File: src/rtl/demux_pkg.sv
// Shared types and constants for the 1-to-4 stream demultiplexer.
package demux_pkg;

    localparam int unsigned CH_N = 4;

    typedef logic [1:0] ch_sel_t;

endpackage

File: src/rtl/stream_demux_1x4_if.sv
// Producer/consumer bundle for stream_demux_1x4.
// slave: the demux side. master: the producer/consumer side.
interface stream_demux_1x4_if #(
    parameter int unsigned DATA_W = 8
);
    import demux_pkg::*;

    logic                     in_valid;
    logic                     in_ready;
    logic [DATA_W-1:0]        in_data;
    ch_sel_t                  in_sel;
    logic [CH_N-1:0]          out_valid;
    logic [CH_N-1:0]          out_ready;
    logic [CH_N*DATA_W-1:0]   out_data;

    modport slave (
        input  in_valid, in_data, in_sel, out_ready,
        output in_ready, out_valid, out_data
    );

    modport master (
        output in_valid, in_data, in_sel, out_ready,
        input  in_ready, out_valid, out_data
    );

endinterface

File: src/rtl/demux_out_slot.sv
// One-entry valid/ready output register for a single demux channel.
// free is high when the slot can take a new beat this cycle (empty or draining).
module demux_out_slot #(
    parameter int unsigned DATA_W = 8
) (
    input  logic              clk,
    input  logic              rst,
    input  logic              load,
    input  logic [DATA_W-1:0] load_data,
    input  logic              out_ready,
    output logic              out_valid,
    output logic [DATA_W-1:0] out_data,
    output logic              free
);

    logic              r_valid;
    logic [DATA_W-1:0] r_data;

    // Occupancy: a load wins over a drain so back-to-back beats leave no bubble.
    always_ff @(posedge clk) begin
        if (rst) begin
            r_valid <= 1'b0;
        end else if (load) begin
            r_valid <= 1'b1;
        end else if (out_ready) begin
            r_valid <= 1'b0;
        end
    end

    // Payload register; keeps its last value when empty, so no reset is needed.
    always_ff @(posedge clk) begin
        if (load) begin
            r_data <= load_data;
        end
    end

    assign out_valid = r_valid;
    assign out_data  = r_data;
    assign free      = ~r_valid | out_ready;

endmodule

File: src/rtl/stream_demux_1x4.sv
// Registered 1-to-4 stream demultiplexer with valid/ready on input and outputs.
// Optional feature: define DEMUX_RR_EN to route beats round-robin (in_sel ignored).
module stream_demux_1x4
    import demux_pkg::*;
#(
    parameter int unsigned DATA_W = 8
) (
    input  logic               clk,
    input  logic               rst,
    stream_demux_1x4_if.slave  bus
);

    ch_sel_t                 w_dest;
    logic [CH_N-1:0]         w_free;
    logic [CH_N-1:0]         w_load;
    logic [CH_N-1:0]         w_valid;
    logic [CH_N*DATA_W-1:0]  w_data;
    logic                    w_in_ready;
    logic                    w_accept;

`ifdef DEMUX_RR_EN
    ch_sel_t r_rr_ptr;
    logic    w_unused_sel;

    // Round-robin pointer advances only when a beat is actually accepted.
    always_ff @(posedge clk) begin
        if (rst) begin
            r_rr_ptr <= '0;
        end else if (w_accept) begin
            r_rr_ptr <= r_rr_ptr + 2'd1;
        end
    end

    assign w_dest       = r_rr_ptr;
    assign w_unused_sel = ^bus.in_sel;
`else
    assign w_dest = bus.in_sel;
`endif

    assign w_in_ready = ~rst & w_free[w_dest];
    assign w_accept   = bus.in_valid & w_in_ready;

    // Destination decode: one-hot load strobe for the selected slot.
    always_comb begin
        w_load         = '0;
        w_load[w_dest] = w_accept;
    end

    for (genvar n = 0; n < CH_N; n++) begin : g_slot
        demux_out_slot #(
            .DATA_W    (DATA_W)
        ) u_slot (
            .clk       (clk),
            .rst       (rst),
            .load      (w_load[n]),
            .load_data (bus.in_data),
            .out_ready (bus.out_ready[n]),
            .out_valid (w_valid[n]),
            .out_data  (w_data[n*DATA_W +: DATA_W]),
            .free      (w_free[n])
        );
    end

    assign bus.in_ready  = w_in_ready;
    assign bus.out_valid = w_valid;
    assign bus.out_data  = w_data;

endmodule

File: src/flat_wrapper.sv
// flat-port wrapper written by rule: the top's interface ports become plain ports
module stream_demux_1x4_flat import demux_pkg::*;
#(
    parameter int unsigned DATA_W = 8
)
  (clk, rst, bus_in_valid, bus_in_data, bus_in_sel, bus_out_ready, bus_in_ready, bus_out_valid, bus_out_data);
  stream_demux_1x4_if #(.DATA_W(DATA_W)) bus_i ();
  input  logic clk;
  input  logic rst;
  input wire logic [$bits(bus_i.in_valid)-1:0] bus_in_valid;
  input wire logic [$bits(bus_i.in_data)-1:0] bus_in_data;
  input wire logic [$bits(bus_i.in_sel)-1:0] bus_in_sel;
  input wire logic [$bits(bus_i.out_ready)-1:0] bus_out_ready;
  output wire logic [$bits(bus_i.in_ready)-1:0] bus_in_ready;
  output wire logic [$bits(bus_i.out_valid)-1:0] bus_out_valid;
  output wire logic [$bits(bus_i.out_data)-1:0] bus_out_data;
  assign bus_i.in_valid = bus_in_valid;
  assign bus_i.in_data = bus_in_data;
  assign bus_i.in_sel = bus_in_sel;
  assign bus_i.out_ready = bus_out_ready;
  assign bus_in_ready = bus_i.in_ready;
  assign bus_out_valid = bus_i.out_valid;
  assign bus_out_data = bus_i.out_data;
  stream_demux_1x4 #(.DATA_W(DATA_W)) u_core (.clk(clk), .rst(rst), .bus(bus_i));
endmodule
File: config.mk
export PLATFORM = sky130hd
export DESIGN_NAME = stream_demux_1x4_flat
export DESIGN_NICKNAME = d
export VERILOG_FILES = /design/src/rtl/demux_pkg.sv /design/src/rtl/stream_demux_1x4_if.sv /design/src/rtl/demux_out_slot.sv /design/src/rtl/stream_demux_1x4.sv /design/src/flat_wrapper.sv
export SDC_FILE = /design/constraint.sdc
export NUM_CORES = 1
export LEC_CHECK = 0
export BUFFER_PORTS_ARGS = -buffer_cell sky130_fd_sc_hd__buf_2
export CELL_PAD_IN_SITES_DETAIL_PLACEMENT = 1
export CELL_PAD_IN_SITES_GLOBAL_PLACEMENT = 1
export CORE_UTILIZATION = 30
export DETAILED_ROUTE_END_ITERATION = 8
export PLACE_DENSITY = 0.63
export RECOVER_POWER = 100
export SYNTH_ARGS = -nofsm -noshare
export SYNTH_HDL_FRONTEND = slang
export SYNTH_SLANG_ARGS = --single-unit
File: constraint.sdc
create_clock -name clk -period 1.85 [get_ports clk]
set_input_delay 0 -clock clk [delete_from_list [all_inputs] [get_ports clk]]
set_output_delay 0 -clock clk [all_outputs]
set_load 0.02 [all_outputs]
==> results of run 1 <==
[layout by cell type (no fill, tap or decap), drive strengths merged]
cell type	instances
edfxtp	32
a211oi	2
clkinv	1
nand2b	3
bufinv	1
dlygate4sd3	9
a2111oi	1
dfxtp	4
clkbuf	54
a31oi	1
a21oi	3
nand3	1
o31ai	1
inv	2
o21ai	1
buf	7
nor3b	1
nor3	1
nor2	2
nand3b	3
nand2	1
nor2b	1
[power by group]
group	leakage, nW	switching [mW]	internal, mW
Combinational	0.169	0.0695	0.0385
Sequential	0.323	0.00604	0.905
Clock	0.0552	0.253	0.399
Total	0.548	0.329	1.34
[what timing repair did]
item,in CTS,in global routing
buffers inserted,0,0
hold buffers,9,0
hold endpoints to repair,36,0
endpoints found under the setup margin,0,0
[final timing paths]
path | from | end
worst min register to register | u_core.g_slot[0].u_slot.out_valid | u_core.g_slot[0].u_slot.out_valid
worst max-delay path | rst | u_core.g_slot[2].u_slot.out_data[2]
worst min-delay path | bus_out_ready[0] | u_core.g_slot[0].u_slot.out_valid
worst max register to register | u_core.g_slot[3].u_slot.out_valid | u_core.g_slot[3].u_slot.out_data[3]
[logic make-up (layout without fill, tap and decap cells)]
family | Yosys count | in the layout
flops | 36 | 36
compound gates | 9 | 9
simple gates | 13 | 13
buf+inv | 7 | 74
[critical path, stage by stage]
cell and delay [ns]:
dlygate4sd3_1 0.53, clkbuf_2 0.17, inv_1 0.08, o31ai_1 0.09, a211oi_1 0.22, clkbuf_1 0.47
[per-layer routing]
layer	GRT usage	up-vias
li1	-	374
met1	0.1171	363
met2	0.1970	46
met3	0.05308	6
met4	0.06383	0
met5	0	-
[flip-flops by register name (all words and copies together) (netlist names)]
| signal | cells |
|---|---|
| u_core.g_slot.u_slot.out_valid | 4 |
| u_core.g_slot.u_slot.out_data | 32 |
[stage by stage]
step                total power [mW]  setup WS (ns)
global placement               1.030         0.3444
detailed placement             1.033         0.2824
global route                   1.730         0.1082
CTS                            1.707         0.2478
floorplan                     0.9844         0.2886
finish                         1.672         0.2093
[final cells by class]
class	instances	area, um2	share of cell area
sequential	36	1041	0.6177
timing repair buffer	64	306.5	0.1819
multi-input combinational	22	160.2	0.09503
clock buffer	6	72.57	0.04306
tap	50	62.56	0.03712
clock inverter	2	35.03	0.02079
inverter	2	7.507	0.004454
==> results.md, run 1 <==
- Gr ovfl total: 0
- Syn Inst Count: 65
- CP startpoint kind: input pin
- Nets: about 150
- PD cells: approximately 990 nW/um2
- Xor and xnor fraction of the mapped netlist area: 0
- Seq/Total Area, Yosys: 0.8295
- Slew Viols, Final: 0
- Max Cap Viol: 0
- CTS resizes: 0
- Clock Path Buffers: 2
- Area delta synth->final: 34.30%
- Synth top area cells: edfxtp_1 (77%), dfxtp_1 (6.4%), buf_4 (2.4%), a2111oi_4 (2.2%), nand3b_1 (1.8%)
- Final hold vios: 0
- Final core area utilization: 0.4213
- Hold Crit Depth: 3
- DP HPWL: about 1800 um
- DRT Pass-1 Iters: 2
- Most frequent cell after synthesis: edfxtp_1
- WL met3: around 280 um
- Dpl cells: ~170
- Status: finished clean
- Clk_skew: 0.007089 ns
- # rows: 23
- Ys flop type: edfxtp_1
- Cells on worst reg2reg path: 2
- Vias in the first global route: 737
- Final Wtd Congestion: 0.7437
- Clock sinks: 36
- N_diodes: 0
- Async SR Flop Fraction: 0
- Starting Density: 0.3137
- Library cells used by synthesis: 20
- Clock root buffer: clkbuf_8
- Final setup fails: 0
- R2r setup slk: ~0.25 ns
- Top Ports: 54
- DRT Wirelength: about 2500 um
- Via/cell ratio: 4.335
- Global Route Usage Sum: 0.1162
- Synth top area share: 0.7657
- WL met2: roughly 1100 um
- Highest metal used: met4
- Setup TNS: 0 ns
- Max FO, Critical Path: 8
- Core region area: ~4000 um2
- Slew margin rel.: 0.5123
- Slew @ Worst Pin: roughly 0.73 ns
- Leading area contributor after synthesis: edfxtp_1
- Antenna Nets Post-Route: 0
- Die ar.: about 4400 um2
- WP data arrival: approximately 1.6 ns
- I/O Buffers: 53
- First-pass GRT wire length: ~3500 um
- Die X: 66.68 um
- Final period util: 0.8869
- CTS tree: done
- Post-synthesis mux area share: 0
- Htree depth: 2
- Post-synthesis compound-gate area fraction: 0.06481
- Syn Std Cell Area: between 1000 and 1500 um2
- Maximum number of pins on one net before global-route repair: 12
- Leakage: approximately 0.55 nW
- FMAX: between 600 and 700 MHz
- Post-route insts no fill: 182
- Drt drc: 0
- Die height: 66.68 um
- Syn_area_per_cell: between 15 and 20 um2
- Number of enable flip-flop cells after synthesis: 32
- Worst-Skew Late Latency: approximately 0.29 ns
- Clk slew on worst S/H paths: ~0.06 ns
- Layout cells sized above 1: 0.1364
- Hold WS: ~0.0074 ns
- Area after DPL: 1556 um2
- Initial antenna violation count: 0
- Avg WL per Cell: 13.61 um
- Type of the worst setup path: in2reg
- Synth Net Count: between 80 and 90
- Wire length on met1: 1005 um
- RSZ-0062 raised after global routing: false
- Synth warnings: 0
- Kind of end point of the critical path: register
- Synth Area in Simple Gates: 0.06680
- Largest family of logic cells by synthesized area: simple AND/OR/NAND/NOR gates
- VDD IR max: 0.3380 mV
- CTS Buf Count: 5
- Fillers: between 400 and 500
- Vias: between 700 and 800
- HP Class: in2reg
- Post-route cell area: approximately 1700 um2
- Most instantiated cells after synthesis: edfxtp_1 (32), buf_4 (4), dfxtp_1 (4)
- 1st-iter DRT viols: 33
- Worst EP required: 1.77 ns
- Min Clock Period, post-route: roughly 1.6 ns
- Adder-cell area share of the yosys netlist: 0
- #FFs+latches synth: 36
Note: power is estimated with default switching activity, not from simulation.
==> run 2: changes to the inputs <==
--- a/config.mk
+++ b/config.mk
@@ -10,6 +10,7 @@
 export CELL_PAD_IN_SITES_GLOBAL_PLACEMENT = 1
 export CORE_UTILIZATION = 30
 export DETAILED_ROUTE_END_ITERATION = 8
+export HOLD_SLACK_MARGIN = 0.15
 export PLACE_DENSITY = 0.63
 export RECOVER_POWER = 100
 export SYNTH_ARGS = -nofsm -noshare
==> run 2 against run 1 <==
  * Worst setup slack improved by 0.0065 ns
  * Cell count rose by 3.8%
  * Clock-buffer cell count did not move
  * Utilization rose by 1.8 points
  * Via count rose by 4.7%
  * Sequential share of layout area fell by 2.5 points
  * Largest power group unchanged
  * Highest routed layer unchanged
==> results.md, run 2 (synthesis results as in run 1) <==
- Status: finished clean
- Final setup fails: 0 (unchanged)
- Hold_buf cts: 16 (+7)
- Final period util: 0.8834 (-0.003508)
- First-pass GRT wire length: 3512 um (+1.8%)
- Worst-Skew Late Latency: 0.29 ns (about the same)
- Antenna Nets Post-Route: 0 (unchanged)
- Final hold vios: 0 (unchanged)
- Slew margin rel.: 0.5061 (-0.006262)
- Starting Density: 0.3137 (unchanged)
- CTS Buf Count: 5 (unchanged)
- N_diodes: 0 (unchanged)
- Global Route Usage Sum: 0.1176 (+0.001466)
- DP HPWL: 1850 um (unchanged)
- Maximum number of pins on one net before global-route repair: 12 (unchanged)
- WP data arrival: 1.55 ns (about the same)
- Critical path startpoint: rst
- CP startpoint kind: input pin
- Gr ovfl total: 0 (unchanged)
- R2r setup slk: 0.26 ns (about the same)
- 1st-iter DRT viols: 24 (-27%)
- Leakage: 0.5823 nW (+6.3%)
- Largest register FFs: 32 (unchanged)
- Die ar.: 4446 um2 (unchanged)
- Clock sinks: 36 (unchanged)
- Die height: 66.68 um (unchanged)
- Nets: 155 (+4.7%)
- FMAX: 611.9 MHz (+0.40%)
- Kind of end point of the critical path: register
- Cells on worst reg2reg path: 2 (unchanged)
- # rows: 23 (unchanged)
- Top Ports: 54 (unchanged)
- Max Cap Viol: 0 (unchanged)
- HP Class: in2reg
- Area delta synth->final: 39.88%
- Slew Viols, Final: 0 (unchanged)
- I/O Buffers: 53 (unchanged)
- Type of the worst setup path: in2reg
- PD cells: 958.8 nW/um2 (-3.3%)
- Vias in the first global route: 769 (+4.3%)
- Vias: 826 (+4.7%)
- Fillers: 434 (-0.46%)
- Max FO, Critical Path: 8 (unchanged)
- Setup TNS: 0 ns (unchanged)
- Pwr Total: 1.683 mW (+0.68%)
- Initial antenna violation count: 0 (unchanged)
- Min Clock Period, post-route: 1.634 ns (-0.006490 ns)
- VDD IR max: 0.3338 mV (-1.2%)
- Post-CTS Setup Inserts: 0 (unchanged)
- Final Wtd Congestion: 0.7437 (unchanged)
- Commonest non-fill, non-tap cell in the layout: clkbuf_1
- DRT Wirelength: 2537 um (+2.4%)
- Hold Crit Depth: 3 (unchanged)
- Clock Path Buffers: 2 (unchanged)
- R2r startpoint: u_core.g_slot[3].u_slot.out_valid
- RSZ-0062 raised after global routing: false
- Die X: 66.68 um (unchanged)
- Clk_skew: 0.007209 ns (+0.0001204 ns)
- CTS tree: done
- R2R Path End: u_core.g_slot[3].u_slot.out_data[1]
- Core region area: 4000 um2 (unchanged)
- CTS resizes: 0 (unchanged)
- Layout cells sized above 1: 0.1295 (-0.006867)
- DRT Pass-1 Iters: 2 (unchanged)
- Drt drc: 0 (unchanged)
- Hold path start: bus_in_sel[0]
- Via/cell ratio: 4.370 (+0.81%)
- Slew @ Worst Pin: 0.7382 ns (+0.009358 ns)
- Clk slew on worst S/H paths: 0.07 ns (about the same)
- Avg WL per Cell: 13.42 um (-1.4%)
- Commonest non-fill, non-tap cells in the layout: clkbuf_1 (48), edfxtp_1 (32), dlygate4sd3_1 (16)
- Worst EP required: 1.77 ns (about the same)
- Clock root buffer: clkbuf_8
- Htree depth: 2 (unchanged)
- Min-Delay Endpoint: u_core.g_slot[3].u_slot.out_data[0]
==> run 2: cell types whose count changed in the layout (fill, tap and decap cells not counted), sizes merged <==
cell and delta:
dlygate4sd3 +7
==> run 2: worst max-delay path by stage <==
stage / to / slack, ns / cells past startpoint
CTS: u_core.g_slot[3].u_slot.out_data[3] / 0.25 / 2
global placement: u_core.g_slot[3].u_slot.out_data[4] / 0.34 / 2
finish: u_core.g_slot[2].u_slot.out_data[2] / 0.22 / 6
global route: u_core.g_slot[2].u_slot.out_data[3] / 0.1 / 6
detailed placement: u_core.g_slot[3].u_slot.out_data[7] / 0.28 / 2
floorplan: u_core.g_slot[2].u_slot.out_data[0] / 0.29 / 3
==> run 2: power breakdown <==
| group | total, mW | internal (mW) | switching (mW) |
|---|---|---|---|
| clock | 0.654 | 0.399 | 0.255 |
| sequential | 0.911 | 0.905 | 0.00614 |
| combinational | 0.118 | 0.0470 | 0.0712 |
==> run 2: cell type report <==
cell class	instances	area, um2	share of cell area
Clock buffer	6	72.57	0.04134
Timing Repair Buffer	71	376.6	0.2145
Tap cell	50	62.56	0.03564
Sequential cell	36	1041	0.5930
Multi-Input combinational cell	22	160.2	0.09123
Inverter	2	7.507	0.004277
Clock inverter	2	35.03	0.01996
==> run 2: critical path, stage by stage <==
cell and delay (ns):
dlygate4sd3_1 0.53, clkbuf_2 0.17, inv_1 0.07, o31ai_1 0.09
a211oi_1 0.21, clkbuf_1 0.46
==> run 2: stage by stage <==
| stage | setup slack (ns) | hold WS, ns | util | std cells | area, um2 |
|---|---|---|---|---|---|
| after detailed placement | 0.2824 | 0.2202 | 0.3891 | 165 | 1556 |
| after global routing | 0.09656 | 0.2449 | 0.4388 | 189 | 1755 |
| after CTS | 0.2478 | 0.2263 | 0.4561 | 189 | 1824 |
| after global placement | 0.3444 | 0.2190 | 0.3891 | 165 | 1556 |
| final | 0.2158 | 0.2349 | 0.4388 | 189 | 1755 |
| after floorplan | 0.2886 | 0.06907 | - | 65 | 1255 |
==> run 2: metal layers <==
metal | track usage | share of wire
met1 | 0.1171 | 0.40
met5 | 0 | 0
met2 | 0.2020 | 0.48
met4 | 0.06383 | 0.020
met3 | 0.05308 | 0.11
==> run 3: changes to the inputs <==
--- a/config.mk
+++ b/config.mk
@@ -8,11 +8,14 @@
 export BUFFER_PORTS_ARGS = -buffer_cell sky130_fd_sc_hd__buf_2
 export CELL_PAD_IN_SITES_DETAIL_PLACEMENT = 1
 export CELL_PAD_IN_SITES_GLOBAL_PLACEMENT = 1
+export CORE_ASPECT_RATIO = 1.2
 export CORE_UTILIZATION = 30
 export DETAILED_ROUTE_END_ITERATION = 8
+export GPL_ROUTABILITY_DRIVEN = 0
 export HOLD_SLACK_MARGIN = 0.15
 export PLACE_DENSITY = 0.63
 export RECOVER_POWER = 100
 export SYNTH_ARGS = -nofsm -noshare
 export SYNTH_HDL_FRONTEND = slang
+export SYNTH_HIERARCHICAL = 1
 export SYNTH_SLANG_ARGS = --single-unit
==> run 3 against run 2 <==
  * Combinational power shrank 10%
  * Utilization is 0.59 points higher
  * Largest power group unchanged
  * Sequential share of layout area is 0.085 points higher
  * Highest routed layer unchanged
  * Worst setup slack got worse by 0.0041 ns
  * Non-clock buffer count is the same
  * Via count decreased by 5.8%
  * First-iteration DRC count rose by 13%
  * Cell area down 0.14%
==> results.md, run 3 <==
- Library cells used by synthesis: 14 (-30%)
- Xor and xnor fraction of the mapped netlist area: 0 (unchanged)
- Final hold vios: 0 (unchanged)
- Vias in the first global route: 795 (+3.4%)
- Nets: 153 (-1.3%)
- Worst path most repeated cell: clkbuf_1
- CTS tree: done
- Synth Net Count: 75 (-8.5%)
- Async SR Flop Fraction: 0 (unchanged)
- Most frequent cell after synthesis: edfxtp_1
- Area of the multi-input gates: 178.9 um2 (+12%)
- Syn Inst Count: 58 (-11%)
- Number of enable flip-flop cells after synthesis: 32 (unchanged)
- Family with the most delay on the worst path: buffers and inverters
- Setup TNS: 0 ns (unchanged)
- Status: finished clean
- Post-route cell area: 1753 um2 (-0.14%)
- Largest family of logic cells by synthesized area: simple AND/OR/NAND/NOR gates
- Post-synthesis compound-gate area fraction: 0.02851 (-0.03629)
- Synth warnings: 6 (+6)
- Worst-Skew Late Latency: 0.28 ns (about the same)
- Kind of end point of the critical path: register
- Avg WL per Cell: 13.78 um (+2.7%)
- Die X: 60.42 um (-9.4%)
- WP data arrival: 1.59 ns (+0.04 ns)
- Initial antenna violation count: 0 (unchanged)
- Clk slew on worst S/H paths: 0.07 ns (about the same)
- Synth top area share: 0.7821 (+0.01637)
- Slew Viols, Final: 0 (unchanged)
- R2r setup slk: 0.50 ns (+0.24 ns)
- I/O Buffers: 53 (unchanged)
- Slew @ Worst Pin: 0.4574 ns (-0.2808 ns)
- # rows: 25 (+8.7%)
- RSZ-0062 raised after global routing: false
- Slowest-stage cell, CP: dlygate4sd3_1
- Leading area contributor after synthesis: edfxtp_1
- Die ar.: 4357 um2 (-2.0%)
- Antenna Nets Post-Route: 0 (unchanged)
- Max Cap Viol: 0 (unchanged)
- Drt drc: 0 (unchanged)
- Synth top area cells: edfxtp_1 (78%), dfxtp_1 (6.5%), nand2b_4 (4.5%), a21oi_2 (2.9%), mux4_2 (1.8%)
- Most instantiated cells after synthesis: edfxtp_1 (32), a21oi_2 (4), dfxtp_1 (4), inv_1 (4), nand2b_4 (4)
- Final setup fails: 0 (unchanged)
- Top Ports: 54 (unchanged)
- Sequential cell area: 1041 um2 (unchanged)
- Largest register FFs: 32 (unchanged)
- VDD IR max: 0.2656 mV (-20%)
- 1st-iter DRT viols: 27 (+13%)
- Crit-path cells: dlygate4sd3_1, clkbuf_1, nand3b_1, nor2_1, clkbuf_1
- Min-Delay Endpoint: u_core/g_slot[3].u_slot/out_valid
- N_diodes: 0 (unchanged)
- Slew margin rel.: 0.6951 (+0.1890)
- Post-CTS Setup Inserts: 0 (unchanged)
- Min Clock Period, post-route: 1.638 ns (+0.004088 ns)
- Worst EP required: 1.80 ns (+0.03 ns)
- Commonest non-fill, non-tap cells in the layout: clkbuf_1 (48), edfxtp_1 (32), dlygate4sd3_1 (13)
- Leakage: 0.5942 nW (+2.0%)
- Maximum number of pins on one net before global-route repair: 13 (+1)
- Syn_area_per_cell: 21.18 um2 (+9.7%)
- Core region area: 3941 um2 (-1.5%)
- Htree depth: 2 (unchanged)
- Synth Area in Simple Gates: 0.09369 (+0.02689)
- Starting Density: 0.3117 (-0.001986)
- Clock sinks: 36 (unchanged)
- HP Class: in2reg
- Final period util: 0.8856 (+0.002210)
- Die height: 72.11 um (+8.1%)
- Area delta synth->final: 42.67%
- DRT Pass-1 Iters: 4 (+2)
- DRT Wirelength: 2632 um (+3.7%)
- Global Route Usage Sum: 0.1315 (+0.01383)
- Bufs and invs on worst path: 3 (-1)
- Vias: 778 (-5.8%)
- Seq/Total Area, Yosys: 0.8473 (+0.01774)
- Clock root buffer: clkbuf_8
- Area after DPL: 1605 um2 (+3.1%)
- Max incr delay on CP: 0.53 ns (about the same)
- Syn Std Cell Area: 1229 um2 (-2.1%)
- Layout cells sized above 1: 0.2117 (+0.08218)
- FMAX: 610.4 MHz (-0.25%)
- R2r startpoint: u_core/g_slot[3].u_slot/out_valid
- PD cells: 884.2 nW/um2 (-7.8%)
- CP startpoint kind: input pin
- R2R Path End: u_core/g_slot[3].u_slot/out_data[2]
- Max FO, Critical Path: 7 (-1)
- Hold Crit Depth: 5 (+2)
- Clk_skew: 0.007054 ns (-0.0001558 ns)
- #FFs+latches synth: 36 (unchanged)
- Pwr Total: 1.550 mW (-7.9%)
- First-pass GRT wire length: 3926 um (+12%)
- CTS Buf Count: 5 (unchanged)
- Commonest non-fill, non-tap cell in the layout: clkbuf_1
- Via/cell ratio: 4.073 (-6.8%)
- Gr ovfl total: 0 (unchanged)
- Post-synthesis mux area share: 0.01833 (+0.01833)
- Cells on worst reg2reg path: 4 (+2)
- Adder-cell area share of the yosys netlist: 0 (unchanged)
- Type of the worst setup path: in2reg
- DP HPWL: 1939 um (+4.8%)
- Fillers: 449 (+3.5%)
- Clock Path Buffers: 2 (unchanged)
- Hold path start: bus_in_sel[0]
- Ys flop type: edfxtp_1
[run 3: changes by cell type in the layout (fill, tap and decap cells not counted), moves of 2 or more]
cell	delta
a21oi_2	+4
a211oi_1	-2
a21oi_1	-3
nand3b_1	-2
dlygate4sd3_1	-3
nand2b_4	+4
inv_1	+3
nand2_1	+2
nand2b_1	-2
[run 3: stage by stage]
step	setup slack (ns)	instances	hold slack, ns	utilization
global route	0.1339	191	0.1942	0.4448
detailed placement	0.6390	170	0.2280	0.4073
CTS	0.3019	191	0.1556	0.4625
global placement	0.6804	170	0.2275	0.4073
finish	0.2117	191	0.1619	0.4448
floorplan	0.2406	58	0.03152	-
[run 3: layout make-up]
type / count / area share
tap: 54 / 0.03854
clock inverter: 3 / 0.01071
inverter: 4 / 0.008565
multi-input combinational: 18 / 0.1021
sequential: 36 / 0.5939
timing repair buffer: 71 / 0.2070
clock buffer: 5 / 0.03926
[run 3: cell families after synthesis]
logic type,count (synthesis)
DFF,36
AOI/OAI and AO/OA,4
and+or+nand+nor,13
buffers and inverters,4
muxes,1
[run 3: worst max path at each step]
stage / from / endpoint / slack [ns] / cells past startpoint
after floorplan: u_core/g_slot[2].u_slot/out_valid / u_core/g_slot[2].u_slot/out_data[0] / 0.24 / 2
after global placement: u_core/g_slot[2].u_slot/out_valid / bus_in_ready / 0.68 / 4
after detailed placement: u_core/g_slot[3].u_slot/out_valid / u_core/g_slot[3].u_slot/out_data[2] / 0.64 / 4
after CTS: bus_out_ready[3] / bus_in_ready / 0.30 / 6
after global routing: rst / u_core/g_slot[3].u_slot/out_data[7] / 0.13 / 5
final: rst / u_core/g_slot[3].u_slot/out_data[2] / 0.21 / 5
[run 3: metal layers]
| metal | part of all wire | wire length (um) | track usage |
|---|---|---|---|
| met1 | 0.39 | 1038 | 0.1405 |
| met2 | 0.50 | 1320 | 0.2198 |
| met3 | 0.089 | 234 | 0.05169 |
| met4 | 0.014 | 38 | 0.06818 |
| met5 | 0 | 0 | 0 |
[run 3: worst min-delay path, cell delays in order]
cell,delay (ns)
buf_2,0.14
nand2_1,0.07
nor2_1,0.08
inv_1,0.08
a21oi_2,0.05
[run 3: timing repair]
item                      in CTS  in global routing
hold endpoints to repair      36                  0
hold buffers                  13                  0
resized for setup              0                  0
[run 3: where the power goes]
| group | switching (mW) | internal, mW | total [mW] |
|---|---|---|---|
| logic | 0.0600 | 0.0464 | 0.106 |
| clock network | 0.276 | 0.262 | 0.537 |
| registers | 0.00521 | 0.901 | 0.906 |
| total | 0.341 | 1.21 | 1.55 |
